**config.mk**
```make
export PLATFORM = sky130hd
export DESIGN_NAME = serial_subtractor_flat
export DESIGN_NICKNAME = d
export VERILOG_FILES = /design/src/rtl/serial_arith_pkg.sv /design/src/rtl/serial_subtractor_if.sv /design/src/rtl/full_subtractor.sv /design/src/rtl/serial_subtractor.sv /design/src/flat_wrapper.sv
export SDC_FILE = /design/constraint.sdc
export NUM_CORES = 1
export LEC_CHECK = 0
export ABC_AREA = 1
export BUFFER_PORTS_ARGS = -buffer_cell sky130_fd_sc_hd__buf_4
export CAP_MARGIN = 25
export CORE_ASPECT_RATIO = 0.5
export CORE_MARGIN = 3
export CORE_UTILIZATION = 58
export CTS_BUF_LIST = sky130_fd_sc_hd__clkbuf_8
export CTS_CLUSTER_DIAMETER = 120
export DETAILED_ROUTE_END_ITERATION = 10
export GPL_TIMING_DRIVEN = 0
export PLACE_DENSITY = 0.82
export SLEW_MARGIN = 20
export SYNTH_ARGS = -nofsm -noshare
export SYNTH_HDL_FRONTEND = slang
export SYNTH_SLANG_ARGS = --single-unit
```
**constraint.sdc**
```tcl
create_clock -name clk -period 1.5 [get_ports clk]
set_input_delay 0.45 -clock clk [delete_from_list [all_inputs] [get_ports clk]]
set_output_delay 0.45 -clock clk [all_outputs]
set_load 0.03 [all_outputs]
```
**src/rtl/serial_arith_pkg.sv**
```systemverilog
// Shared types and constants for the bit-serial arithmetic blocks.
// Latency: n/a (types and constants only).
// Backpressure: n/a.
package serial_arith_pkg;

    // FSM encoding shared by the serial arithmetic controllers
    typedef enum logic [1:0] {
        IDLE = 2'd0,
        RUN  = 2'd1,
        DONE = 2'd2
    } state_t;

    // Default operand / result width
    localparam int DEFAULT_WIDTH = 8;

endpackage

```
**src/rtl/serial_subtractor_if.sv**
```systemverilog
// Operand and result handshake bundle for the serial subtractor.
// Latency: n/a (wires only).
// Backpressure: valid/ready on both the operand and the result channel.
interface serial_subtractor_if #(
    parameter int WIDTH = serial_arith_pkg::DEFAULT_WIDTH
);
    logic             in_valid;
    logic             in_ready;
    logic [WIDTH-1:0] a;
    logic [WIDTH-1:0] b;
    logic             out_valid;
    logic             out_ready;
    logic [WIDTH-1:0] diff;
    logic             borrow;

    // Operand source / result consumer side
    modport master (
        output in_valid, a, b, out_ready,
        input  in_ready, out_valid, diff, borrow
    );

    // Subtractor side
    modport slave (
        input  in_valid, a, b, out_ready,
        output in_ready, out_valid, diff, borrow
    );
endinterface

```
**src/rtl/full_subtractor.sv**
```systemverilog
// One-bit full subtractor cell: d = a - b - bin, bout = borrow out.
// Latency: combinational.
// Backpressure: none.
module full_subtractor (
    input  logic a,
    input  logic b,
    input  logic bin,
    output logic d,
    output logic bout
);
    assign d    = a ^ b ^ bin;
    // Borrow when b exceeds a, or when they match and a borrow is pending
    assign bout = (~a & b) | (~(a ^ b) & bin);
endmodule

```
**src/rtl/serial_subtractor.sv**
```systemverilog
// Bit-serial unsigned subtractor: diff = (a - b) mod 2^WIDTH plus borrow, LSB first.
// Latency: out_valid rises WIDTH edges after the operand accept edge.
// Backpressure: result held in DONE until out_ready; no operand accepted until then.
module serial_subtractor
    import serial_arith_pkg::*;
#(
    parameter int WIDTH = DEFAULT_WIDTH
) (
    input  logic                clk,
    input  logic                rst_n,
    serial_subtractor_if.slave  sub_if
);
    localparam int             CW       = $clog2(WIDTH) + 1;
    localparam logic [CW-1:0]  CNT_ONE  = CW'(1);
    localparam logic [CW-1:0]  CNT_LAST = CW'(WIDTH - 1);

    state_t            state_q, state_d;
    logic [WIDTH-1:0]  a_sh_q, a_sh_d;
    logic [WIDTH-1:0]  b_sh_q, b_sh_d;
    logic              br_q, br_d;
    logic [CW-1:0]     cnt_q, cnt_d;
    logic [WIDTH-1:0]  res_q, res_d;
    logic [WIDTH-1:0]  diff_q, diff_d;
    logic              borrow_q, borrow_d;
    logic              in_ready_q;
    logic              out_valid_q;

    logic              cell_d;
    logic              cell_bout;
    logic [WIDTH-1:0]  res_shift;

    full_subtractor u_cell (
        .a    (a_sh_q[0]),
        .b    (b_sh_q[0]),
        .bin  (br_q),
        .d    (cell_d),
        .bout (cell_bout)
    );

    // New difference bit enters at the MSB so the LSB-first stream lands in place
    if (WIDTH == 1) begin : g_res_w1
        assign res_shift = cell_d;
    end else begin : g_res_wn
        assign res_shift = {cell_d, res_q[WIDTH-1:1]};
    end

    // Next-state and datapath update for the IDLE/RUN/DONE controller
    always_comb begin
        state_d  = state_q;
        a_sh_d   = a_sh_q;
        b_sh_d   = b_sh_q;
        br_d     = br_q;
        cnt_d    = cnt_q;
        res_d    = res_q;
        diff_d   = diff_q;
        borrow_d = borrow_q;
        case (state_q)
            IDLE: begin
                if (sub_if.in_valid && in_ready_q) begin
                    a_sh_d  = sub_if.a;
                    b_sh_d  = sub_if.b;
                    br_d    = 1'b0;
                    cnt_d   = '0;
                    res_d   = '0;
                    state_d = RUN;
                end
            end
            RUN: begin
                a_sh_d = a_sh_q >> 1;
                b_sh_d = b_sh_q >> 1;
                br_d   = cell_bout;
                res_d  = res_shift;
                cnt_d  = cnt_q + CNT_ONE;
                if (cnt_q == CNT_LAST) begin
                    diff_d   = res_shift;
                    borrow_d = cell_bout;
                    state_d  = DONE;
                end
            end
            DONE: begin
                if (out_valid_q && sub_if.out_ready) begin
                    state_d = IDLE;
                end
            end
            default: state_d = IDLE;
        endcase
    end

    // State, datapath and registered handshake flags; reset clears everything
    always_ff @(posedge clk or negedge rst_n) begin
        if (!rst_n) begin
            state_q     <= IDLE;
            a_sh_q      <= '0;
            b_sh_q      <= '0;
            br_q        <= 1'b0;
            cnt_q       <= '0;
            res_q       <= '0;
            diff_q      <= '0;
            borrow_q    <= 1'b0;
            in_ready_q  <= 1'b0;
            out_valid_q <= 1'b0;
        end else begin
            state_q     <= state_d;
            a_sh_q      <= a_sh_d;
            b_sh_q      <= b_sh_d;
            br_q        <= br_d;
            cnt_q       <= cnt_d;
            res_q       <= res_d;
            diff_q      <= diff_d;
            borrow_q    <= borrow_d;
            in_ready_q  <= (state_d == IDLE);
            out_valid_q <= (state_d == DONE);
        end
    end

    assign sub_if.in_ready  = in_ready_q;
    assign sub_if.out_valid = out_valid_q;
    assign sub_if.diff      = diff_q;
    assign sub_if.borrow    = borrow_q;

endmodule

```
**src/flat_wrapper.sv**
```systemverilog
// flat-port wrapper written by rule: the top's interface ports become plain ports
module serial_subtractor_flat import serial_arith_pkg::*;
#(
    parameter int WIDTH = DEFAULT_WIDTH
)
  (clk, rst_n, sub_if_in_valid, sub_if_a, sub_if_b, sub_if_out_ready, sub_if_in_ready, sub_if_out_valid, sub_if_diff, sub_if_borrow);
  serial_subtractor_if #(.WIDTH(WIDTH)) sub_if_i ();
  input  logic clk;
  input  logic rst_n;
  input wire logic [$bits(sub_if_i.in_valid)-1:0] sub_if_in_valid;
  input wire logic [$bits(sub_if_i.a)-1:0] sub_if_a;
  input wire logic [$bits(sub_if_i.b)-1:0] sub_if_b;
  input wire logic [$bits(sub_if_i.out_ready)-1:0] sub_if_out_ready;
  output wire logic [$bits(sub_if_i.in_ready)-1:0] sub_if_in_ready;
  output wire logic [$bits(sub_if_i.out_valid)-1:0] sub_if_out_valid;
  output wire logic [$bits(sub_if_i.diff)-1:0] sub_if_diff;
  output wire logic [$bits(sub_if_i.borrow)-1:0] sub_if_borrow;
  assign sub_if_i.in_valid = sub_if_in_valid;
  assign sub_if_i.a = sub_if_a;
  assign sub_if_i.b = sub_if_b;
  assign sub_if_i.out_ready = sub_if_out_ready;
  assign sub_if_in_ready = sub_if_i.in_ready;
  assign sub_if_out_valid = sub_if_i.out_valid;
  assign sub_if_diff = sub_if_i.diff;
  assign sub_if_borrow = sub_if_i.borrow;
  serial_subtractor #(.WIDTH(WIDTH)) u_core (.clk(clk), .rst_n(rst_n), .sub_if(sub_if_i));
endmodule
```
; After elaboration in Yosys (flattened, before gate mapping)
; Cells that the tools add are included.
[op_classes]
bitwise_logic = 7
muxes = 14
eq_ne = 5
add_sub_neg = 1
n_reduce_logical = 7
[op_table]
columns = op, count
row1 = $pmux 8 s2, 3
row2 = $mux 8, 3
row3 = $pmux 4 s2, 1
row4 = $mux 2, 3
row5 = $pmux 2 s3, 1
row6 = $add 4x1->4 const B, 1
row7 = $eq 2x2->1 const B, 2
row8 = $eq 4x3->1 const B, 1
row9 = $logic_not 2->1, 2
row10 = $mux 4, 1
row11 = $reduce_and 2->1, 2
row12 = $and 1x1->1, 2
row13 = $eq 2x1->1 const B, 1
row14 = $logic_and 1x1->1, 2
row15 = $ne 2x1->1 const B, 1
row16 = $not 1->1, 2
row17 = $pmux 1 s2, 1
row18 = $reduce_bool 2->1, 1
row19 = $xor 1x1->1, 2
row20 = $mux 1, 1
row21 = $or 1x1->1, 1
[totals]
reg_bits = 42
out_inout_bits = 11
elab_cells = 44
input_bits = 20

; Longest topological paths before layout
[logic_depth]
word_depth = 5
ltp_mapped = 8

; Modules after synthesis
; Synthesis repeated with hierarchy kept, for this count alone.
[unflattened]
cells_unflattened = 208
hier_area_um2 = 1848.0
[modules_own_cells]
columns = mod, seq_area_each_um2, cells_each, n_inst, area_per_inst_um2
row1 = serial_subtractor, 1026.0, 204, 1, 1816.7
row2 = full_subtractor, 0.0, 4, 1, 31.3

; Least setup slack after synthesis
; No wires, ideal clock.
[synth_path]
path_type = reg-to-reg
start = register u_core.in_ready_q (netlist: u_core.sub_if.in_ready)
end = register u_core.a_sh_q[7]
setup_slack_ns = 0.271
synth_period_minus_slack_ns = 1.229
required_time_ns = 1.383
arrival_time_ns = 1.111
path_stages_with_launch = 8
cell_sequence = dfrtp_1 nand2_1 inv_1 nand2_4 buf_6 buf_6 nand3_1 nand2_1
[synth_between]
elab_chain_cells = 3
[synth_rtl]
columns = element, line_no
row1 = from (decl), serial_subtractor.sv:25  ; logic in_ready_q;
row2 = from (signal assigned), serial_subtractor.sv:111  ; in_ready_q <= (state_d == IDLE);
row3 = $logic_and 1x1->1, serial_subtractor.sv:59  ; if (sub_if.in_valid && in_ready_q) begin
row4 = $ne 2x1->1 (no line), -
row5 = $reduce_and 2->1 (no line), -
row6 = to (signal assigned), serial_subtractor.sv:104  ; a_sh_q <= a_sh_d;
row7 = to (decl), serial_subtractor.sv:18  ; logic [WIDTH-1:0] a_sh_q, a_sh_d;
; Every way passes these cells.
; A chain may end at the register's enable or synchronous reset.

; Worst setup path in the final report
[layout_path]
start = register u_core.cnt_q[0]
end = register u_core.diff_q[5] (netlist: u_core.sub_if.diff[5])
[layout_between]
elab_chain_cells = 2
[layout_rtl]
columns = element, line_no
row1 = from (decl), serial_subtractor.sv:21  ; logic [CW-1:0] cnt_q, cnt_d;
row2 = from (signal assigned), serial_subtractor.sv:107  ; cnt_q <= cnt_d;
row3 = $eq 4x3->1, serial_subtractor.sv:74  ; if (cnt_q == CNT_LAST) begin
row4 = $reduce_and 2->1 (no line), -
row5 = to (signal assigned), serial_subtractor.sv:109  ; diff_q <= diff_d;
row6 = to (decl), serial_subtractor.sv:23  ; logic [WIDTH-1:0] diff_q, diff_d;
; Every way passes these cells.

==> flow_summary.ini <==
[status]
status = complete, no violations

[finish]
num_antenna_cells = 0
area_growth_pct = 19.1
drive_gt1_share_pct = 22.5
nets = 296
fin_cells = 315
final_core_util_pct = 75.4
fillers = 254

[clock_tree]
clkTransAtPathRegs_ps = 80
cts_tree = done
cts_root_buffer = clkbuf_8
cts_buffers = 5
cts_setup_buffers = 0
clk_latency_ps = 300
cts-resized-gates = 0
holdBufCountCts = 0
htree_levels = 2
clockBufferDepth = 2
cts.sinks = 41

[sta]
slew_headroom_pct = 65.6
hold_viol = 0
setup_tns_ps = 0
period_share_pct = 92.8
rsz0062_at_grt = no
max_freq_ghz = 0.718
slew_violations = 0
fin_ws_ps = 108
setup_viol = 0
fin_skew_ps = 7.73
finalWorstPathRequiredPeriod_ps = 1390
tightest_slew_ps = 517

[floorplan]
core_area_sq_mm = 0.00312
num_rows = 14
die_h_um = 47.2
start_util_pct = 63.3
dieArea_sq_mm = 0.00418
die_w_um = 88.5
io_pins = 31

[worst_setup_path]
crit_fanout = 10
setup.worst_path.end_class = register
ff2ff_path_depth = 7
crit_path_start_kind = register
worstPathCellList = ha_1 -> nand2_1 -> nor2_1 -> nand2_1 -> buf_2 -> nand2_1 -> nand2_1
slowest_stage = dfrtp_1
cpMostUsedCell = nand2_1
critPathArrivalTime_ps = 1580
cp.required_ps = 1690
criticalPathCategory = register to register
cp_num_buf_inv = 1
timing.rr.start = u_core.cnt_q[0]$_DFFE_PN0P_
r2r_slack_ps = 110
max_stage_delay_ps = 440
cpLargestDelayFamily = flip-flops
r2r-end = u_core.sub_if.diff[5]$_DFFE_PN0P_

[place]
gp_congestion = 0.792
placed_cells = 307
dpl.hpwl_mm = 2.86
io_buffers = 30
dpl_worst_slack_ps = 154

[routing]
wirelength_mm = 4.21
avgRoutedWirePerCell_um = 13.4
viasPerCell = 5.24
drtIter0Drc = 115
via_count = 1651
antenna_left = 0
first_pass_iters = 5
drc = 0

[logic_synthesis]
synth_warnings = 0
ys_types = 19
synth_seq_cells = 41
synth-compound-area-share_pct = 0.698
synth.mux.area_fraction_pct = 0
syn_area_sq_mm = 0.00197
syn-num-nets = 259
ys_seq_area_share_pct = 52.0
yosys.area_share.adder_pct = 1.65
synth_top_family_by_area = simple AND/OR/NAND/NOR gates
synthSimpleGateAreaFrac_pct = 38.3
synth_xor_area_share_pct = 0
synthCells = 237
avgSynthCellArea_sq_um = 8.33

[job]
maxCapViolCount = 0

[grt]
grt_pass1_vias = 1520
grt_max_degree = 42
grt-ovfl-total = 0
antenna_found_initial = 0
grt_usage_pct = 22.5
grt_pass1_wl_mm = 6.89

[min_path]
hold_class = input port to async pin

[pwr]
powerDensity_mw_per_mm2 = 2230
vdd_drop_max_mv = 1.19
leakagePower_nw = 1.33
==> registers in the layout, indices dropped and copies added (netlist names) <==
signal and count:
u_core.a_sh_q 8, u_core.b_sh_q 8, u_core.br_q 1, u_core.cnt_q 4
u_core.res_q 7, u_core.state_q 2, u_core.sub_if.borrow 1, u_core.sub_if.diff 8
u_core.sub_if.in_ready 1, u_core.sub_if.out_valid 1
==> layer usage <==
metal  global-route usage [%]  routed length (um)  vias up
met5                        0                   0        -
met4                     7.53                  59        0
met3                     5.78                 219        6
met2                     35.4                1880       40
met1                     31.1                2050      782
li1                         -                   -      823
==> cell usage after synthesis (all sizes together) <==
master	number	area, sq um
o21ai	1	5.00
nor2	4	30.0
dfrtp	41	1030
nand4	1	6.26
or2	2	12.5
a21oi	1	8.76
ha	1	12.5
nand3	48	245
fa	1	20.0
buf	14	123
inv	6	22.5
nand2	117	462
==> cell usage in the layout, fill, tap and decap left out <==
| cell type | n |
|---|---|
| nand3_2 | 1 |
| nor2_4 | 2 |
| nand2_1 | 114 |
| inv_2 | 1 |
| buf_6 | 6 |
| dfrtp_1 | 41 |
| buf_2 | 5 |
| nor2_1 | 2 |
| clkbuf_8 | 7 |
| fa_1 | 1 |
| buf_4 | 32 |
| buf_8 | 1 |
| nand2_4 | 3 |
| nand4_1 | 1 |
| or2_2 | 2 |
| a21oi_2 | 1 |
| nand3_1 | 47 |
| ha_1 | 1 |
| clkinv_2 | 1 |
| o21ai_0 | 1 |
| inv_1 | 5 |
==> metrics by stage <==
stage | hold WS [ps] | power, mW | area (sq um)
floorplan | 154 | 3.77 | 1970
global placement | 457 | 4.36 | 2250
detailed placement | 460 | 4.46 | 2250
CTS | 137 | 5.28 | 2350
global route | 154 | 5.66 | 2350
finish | 121 | 5.25 | 2350
==> where the power goes <==
part	leakage, nW	internal [mW]	switching [mW]
clock	0.0542	0.416	0.385
combinational	0.751	1.01	1.54
sequential	0.528	1.58	0.315
==> cells by family after synthesis <==
family | after synthesis
AOI/OAI and AO/OA | 2
adders and majority gates | 2
buffers and inverters | 20
DFF | 41
and+or+nand+nor | 172
==> how the worst max path moves through the flow <==
stage | end | from | slack [ps] | cells past startpoint
CTS | u_core.sub_if.diff[5]$_DFFE_PN0P_ | u_core.cnt_q[0]$_DFFE_PN0P_ | 140 | 7
floorplan | u_core.a_sh_q[7]$_DFFE_PN0P_ | u_core.sub_if.in_ready$_DFF_PN0_ | 270 | 7
global placement | u_core.res_q[3]$_DFFE_PN0P_ | sub_if_in_valid | 190 | 8
finish | u_core.sub_if.diff[5]$_DFFE_PN0P_ | u_core.cnt_q[0]$_DFFE_PN0P_ | 110 | 7
global route | u_core.sub_if.diff[0]$_DFFE_PN0P_ | u_core.cnt_q[0]$_DFFE_PN0P_ | 0.9 | 7
detailed placement | u_core.res_q[5]$_DFFE_PN0P_ | sub_if_in_valid | 150 | 8
==> area by class of cell <==
cell class	instances	area, sq um	share of cell area [%]
sequential	41	1030	43.7
multi-input combinational	176	802	34.1
timing repair buffer	30	225	9.58
buffer	14	123	5.22
clock buffer	7	96.3	4.10
tap	40	50.0	2.13
inverter	6	22.5	0.958
clock inverter	1	5.00	0.213
(Power assumes the default switching activity.)
